### config.mk
export PLATFORM = sky130hd
export DESIGN_NAME = wishbone_master_if
export DESIGN_NICKNAME = d
export VERILOG_FILES = /design/src/rtl/wishbone_master_if.sv
export SDC_FILE = /design/constraint.sdc
export NUM_CORES = 1
export LEC_CHECK = 0
export ABC_AREA = 1
export BUFFER_PORTS_ARGS = -buffer_cell sky130_fd_sc_hd__buf_4
export CAP_MARGIN = 0
export CORE_MARGIN = 2
export CORE_UTILIZATION = 50
export DETAILED_ROUTE_END_ITERATION = 12
export GPL_ROUTABILITY_DRIVEN = 0
export PLACE_DENSITY_LB_ADDON = 0.25
export REMOVE_ABC_BUFFERS = 1
export SYNTH_ARGS = -nofsm -noshare
export SYNTH_HDL_FRONTEND = slang
export SYNTH_SLANG_ARGS = --single-unit
### constraint.sdc
create_clock -name clk -period 2.8 [get_ports clk]
set_clock_uncertainty 0.1 [all_clocks]
set_input_delay 0.42 -clock clk [delete_from_list [all_inputs] [get_ports clk]]
set_output_delay 0.42 -clock clk [all_outputs]
set_load 0.03 [all_outputs]
### src/rtl/wishbone_master_if.sv
// Single-transfer Wishbone master bridging a stalling CPU pipeline to the bus.
// Optional BUSY timeout counter enabled by defining WB_TIMEOUT_EN.
module wishbone_master_if #(
    parameter int DW      = 32,
    parameter int AW      = 32,
    parameter int SW      = DW / 8,
    parameter int TIMEOUT = 255
) (
    input  logic          clk,
    input  logic          rst,
    input  logic [5:0]    stall_i,
    input  logic          flush_i,
    input  logic          cpu_ce_i,
    input  logic [DW-1:0] cpu_data_i,
    input  logic [AW-1:0] cpu_addr_i,
    input  logic          cpu_we_i,
    input  logic [SW-1:0] cpu_sel_i,
    output logic [DW-1:0] cpu_data_o,
    output logic          cpu_err_o,
    output logic          stallreq,
    input  logic [DW-1:0] wishbone_data_i,
    input  logic          wishbone_ack_i,
    input  logic          wishbone_err_i,
    output logic [AW-1:0] wishbone_addr_o,
    output logic [DW-1:0] wishbone_data_o,
    output logic          wishbone_we_o,
    output logic [SW-1:0] wishbone_sel_o,
    output logic          wishbone_stb_o,
    output logic          wishbone_cyc_o
);

    typedef enum logic [1:0] {IDLE, BUSY, WAIT_FOR_STALL} state_t;

    state_t        state;
    logic [DW-1:0] rd_buf;
    logic          err_buf;
    logic          timeout_hit;
    logic          bus_err;
    logic [DW-1:0] ack_data;

`ifdef WB_TIMEOUT_EN
    logic [15:0] tmo_cnt;
    assign timeout_hit = (tmo_cnt == 16'(TIMEOUT - 1));
`else
    assign timeout_hit = 1'b0;
`endif

    // Ack wins over err; a timeout is treated as an err.
    assign bus_err  = !wishbone_ack_i && (wishbone_err_i || timeout_hit);
    assign ack_data = wishbone_we_o ? '0 : wishbone_data_i;

    // NOTE: every output gets a default first so no path can infer a latch.
    always_comb begin
        stallreq   = 1'b0;
        cpu_data_o = '0;
        cpu_err_o  = 1'b0;
        if (rst) begin
            unique case (state)
                IDLE: stallreq = cpu_ce_i && !flush_i;
                BUSY: begin
                    if (wishbone_ack_i) begin
                        cpu_data_o = ack_data;
                    end else if (bus_err) begin
                        cpu_err_o = 1'b1;
                    end else begin
                        stallreq = !flush_i;
                    end
                end
                WAIT_FOR_STALL: begin
                    cpu_data_o = rd_buf;
                    cpu_err_o  = err_buf;
                end
                default: ;
            endcase
        end
    end

    // NOTE: sequential state uses non-blocking assignments so every register
    // samples pre-edge values regardless of statement order.
    always_ff @(posedge clk) begin
        if (!rst) begin
            state           <= IDLE;
            rd_buf          <= '0;
            err_buf         <= 1'b0;
            wishbone_addr_o <= '0;
            wishbone_data_o <= '0;
            wishbone_we_o   <= 1'b0;
            wishbone_sel_o  <= '0;
            wishbone_stb_o  <= 1'b0;
            wishbone_cyc_o  <= 1'b0;
`ifdef WB_TIMEOUT_EN
            tmo_cnt         <= '0;
`endif
        end else begin
            unique case (state)
                IDLE: begin
                    if (cpu_ce_i && !flush_i) begin
                        wishbone_addr_o <= cpu_addr_i;
                        wishbone_data_o <= cpu_data_i;
                        wishbone_we_o   <= cpu_we_i;
                        wishbone_sel_o  <= cpu_sel_i;
                        wishbone_stb_o  <= 1'b1;
                        wishbone_cyc_o  <= 1'b1;
                        state           <= BUSY;
`ifdef WB_TIMEOUT_EN
                        tmo_cnt         <= '0;
`endif
                    end
                end
                BUSY: begin
                    if (wishbone_ack_i || bus_err || flush_i) begin
                        wishbone_addr_o <= '0;
                        wishbone_data_o <= '0;
                        wishbone_we_o   <= 1'b0;
                        wishbone_sel_o  <= '0;
                        wishbone_stb_o  <= 1'b0;
                        wishbone_cyc_o  <= 1'b0;
                    end
                    if (wishbone_ack_i) begin
                        rd_buf <= ack_data;
                        state  <= WAIT_FOR_STALL;
                    end else if (bus_err) begin
                        rd_buf  <= '0;
                        err_buf <= 1'b1;
                        state   <= WAIT_FOR_STALL;
                    end else if (flush_i) begin
                        rd_buf  <= '0;
                        err_buf <= 1'b0;
                        state   <= IDLE;
                    end else begin
`ifdef WB_TIMEOUT_EN
                        tmo_cnt <= tmo_cnt + 16'd1;
`endif
                    end
                end
                WAIT_FOR_STALL: begin
                    if (stall_i == 6'b000000 || flush_i) begin
                        err_buf <= 1'b0;
                        state   <= IDLE;
                    end
                end
                default: state <= IDLE;
            endcase
        end
    end

endmodule

==> flow_summary_export.csv <==
group,metric,value,unit
sta,holdWs,236.7,ps
routing,via_count,4885,
layout,n_fill_cell,671,
die,core,8678,µm²
setup_path,reg2reg_from,"state[1]",
yosys,synth_top_area_share,47.35,%
place,placed_cells,865,
place,io_buffers,217,
status,status,"finished, final reports clean",
sta,finalHoldViolCount,0,
routing,drtIter0Drc,282,
clocking,clock_latency,350,ps
die,num_rows,34,
yosys,ys_ff_latch,105,
routing,totalWireLength,13.53,mm
global_routing,grt_pass1_vias,4515,
yosys,syn_area_per_cell,7.563,µm²
layout,diodes,0,
sta,fin_crit,2473,ps
yosys,syn_inst,587,
routing,drt_pre_antenna_iters,7,
clocking,clk_pin_slew,90,ps
layout,area_delta_synth_final,41.29,%
global_routing,track_usage,26.55,%
routing,ant_nets,0,
sta,slew_headroom,60.78,%
die,die_w,98.23,µm
sta,drv_slew,0,
die,ios,218,
setup_path,cp-end-kind,"primary output",
sta,setup_viol,0,
routing,drc,0,
yosys,synth_common_cells,"nand2_1, a21oi_1, dfxtp_1, nand4_1, nand3_1",
setup_path,path_max_fanout,19,
routing,wl_per_cell,15.36,µm
sta,setup_tns,0,ps
global_routing,grt_max_degree,103,
clocking,cts_setup_buffers,0,
layout,final_nets,885,
run,drv_cap,0,
sta,rsz0062_at_grt,"no",
place,dp_hpwl,9.078,mm
die,die_y,98.23,µm
min_path,min_path_cells,3,
setup_path,worstSetupStartpointType,"flip-flop",
power_and_ir_drop,finalPower,5.057,mW
power_and_ir_drop,p_leak,2.561,nW
power_and_ir_drop,p_per_area,806.2,nW/µm²
die,die_area,9648,µm²
min_path,worstHoldStart,"rst",
yosys,synth_cell_types,18,
setup_path,r2r.worst_path.cells,8,
clocking,clockBufferDepth,2,
setup_path,arrival,1950,ps
layout,final_layout_size_suffix_gt1_share,32.21,%
min_path,min_to,"state[0]",
global_routing,gr-total-overflow,0,
yosys,netlist_area,4439,µm²
layout,fin_util,72.28,%
clocking,numCtsBuffers,9,
yosys,synth_seq_area_share,47.35,%
global_routing,antenna_found_initial,0,
sta,fmax,404.4,MHz
yosys,yosys_warnings,0,
place,pre_cts_ws,628.5,ps
sta,tightest_slew,588.4,ps
yosys,synth.area.top_cells,"dfxtp_1, a21oi_1, nand2_1",
global_routing,grt_pass1_wl,21.53,mm
setup_path,criticalPathCategory,"reg -> out",
sta,finalCritPeriodShare,88.31,%
routing,viasPerCell,5.545,
clocking,root_buffer,"clkbuf_8",
clocking,clock_sinks,105,
setup_path,required,2280,ps
setup_path,reg2reg_to,"wishbone_data_o[31]",
layout,final_cells,881,
die,initial_core_util,51.15,%
yosys,synth_edf_count,0,
min_path,hp-class,"in -> reg",
layout,post-route-cell-area,6272,µm²
yosys,async_flop_share,0,%
clocking,cts_tree,"built",
clocking,ctsHoldBuffers,0,
power_and_ir_drop,peakVddDrop,0.5002,mV
setup_path,r2r_setup_slack,620,ps
yosys,ys.flop_type,"dfxtp_1",
sta,fin_ws,327.3,ps
yosys,yosysTopAreaCell,"dfxtp_1",
clocking,cts_resized,0,
yosys,yosysMostFrequentCell,"nand2_1",
clocking,ctsHtreeMaxLevel,3,
place,postPlaceCellArea,6052,µm²
-- power by group --
group          switching (mW)  total (mW)  internal (mW)
Combinational            1.54        2.22          0.681
Sequential              0.115        1.81           1.70
Clock                   0.498        1.03          0.528
Total                    2.15        5.06           2.91
-- cell type report --
type	instances	area (µm²)	share of cell area, %
clock buffers	11	141.4	2.254
clock inverters	5	78.83	1.257
inverters	10	37.54	0.5984
multi-input cells	414	2016	32.14
flip-flops and latches	105	2102	33.51
well taps	108	135.1	2.154
repair buffers	228	1762	28.09
-- worst max-delay path by stage --
stage,from,slack [ps],to,cells past startpoint
floorplan,state[0],-350,wishbone_addr_o[0],6
global placement,state[1],740,wishbone_addr_o[10],8
detailed placement,state[0],630,wishbone_data_o[31],7
CTS,state[1],340,stallreq,6
global route,state[1],260,stallreq,6
finish,state[1],330,stallreq,6
-- sequential cells by signal, summed over array words and instances, names as in the netlist --
name / count
wishbone_cyc_o: 1
err_buf: 1
wishbone_we_o: 1
wishbone_sel_o: 4
rd_buf: 32
state: 2
wishbone_data_o: 32
wishbone_addr_o: 32
-- per-layer routing --
layer  global-route usage [%]  routed length (µm)
met1                    34.23                5364
met2                    42.68                6638
met3                    7.659                1216
met4                    9.589                 310
met5                        0                   0
-- worst max-delay path, stage by stage (launching register included) --
cell	delay (ps)
dfxtp_1	340
inv_1	100
ha_1	270
buf_4	270
nand3_1	190
a21oi_1	240
buf_4	200
-- layout by cell type (no fill, tap or decap), drive strengths merged --
cell / instances
buf: 228
nand2: 148
a21oi: 139
dfxtp: 105
nand4: 69
nand3: 39
clkbuf: 11
nor2: 11
inv: 10
ha: 4
o21ai: 3
clkinv: 3
bufinv: 2
or2: 1
-- cell families (layout without fill, tap and decap cells) --
kind of cell / after synthesis / count (layout) / synth area share, %
simple gates: 268 / 268 / 28.04
flops: 105 / 105 / 47.35
buf+inv: 68 / 254 / 7.469
fa+ha+maj: 4 / 4 / 1.127
compound gates: 142 / 142 / 16.01
Power figures use the tool's default switching activity.
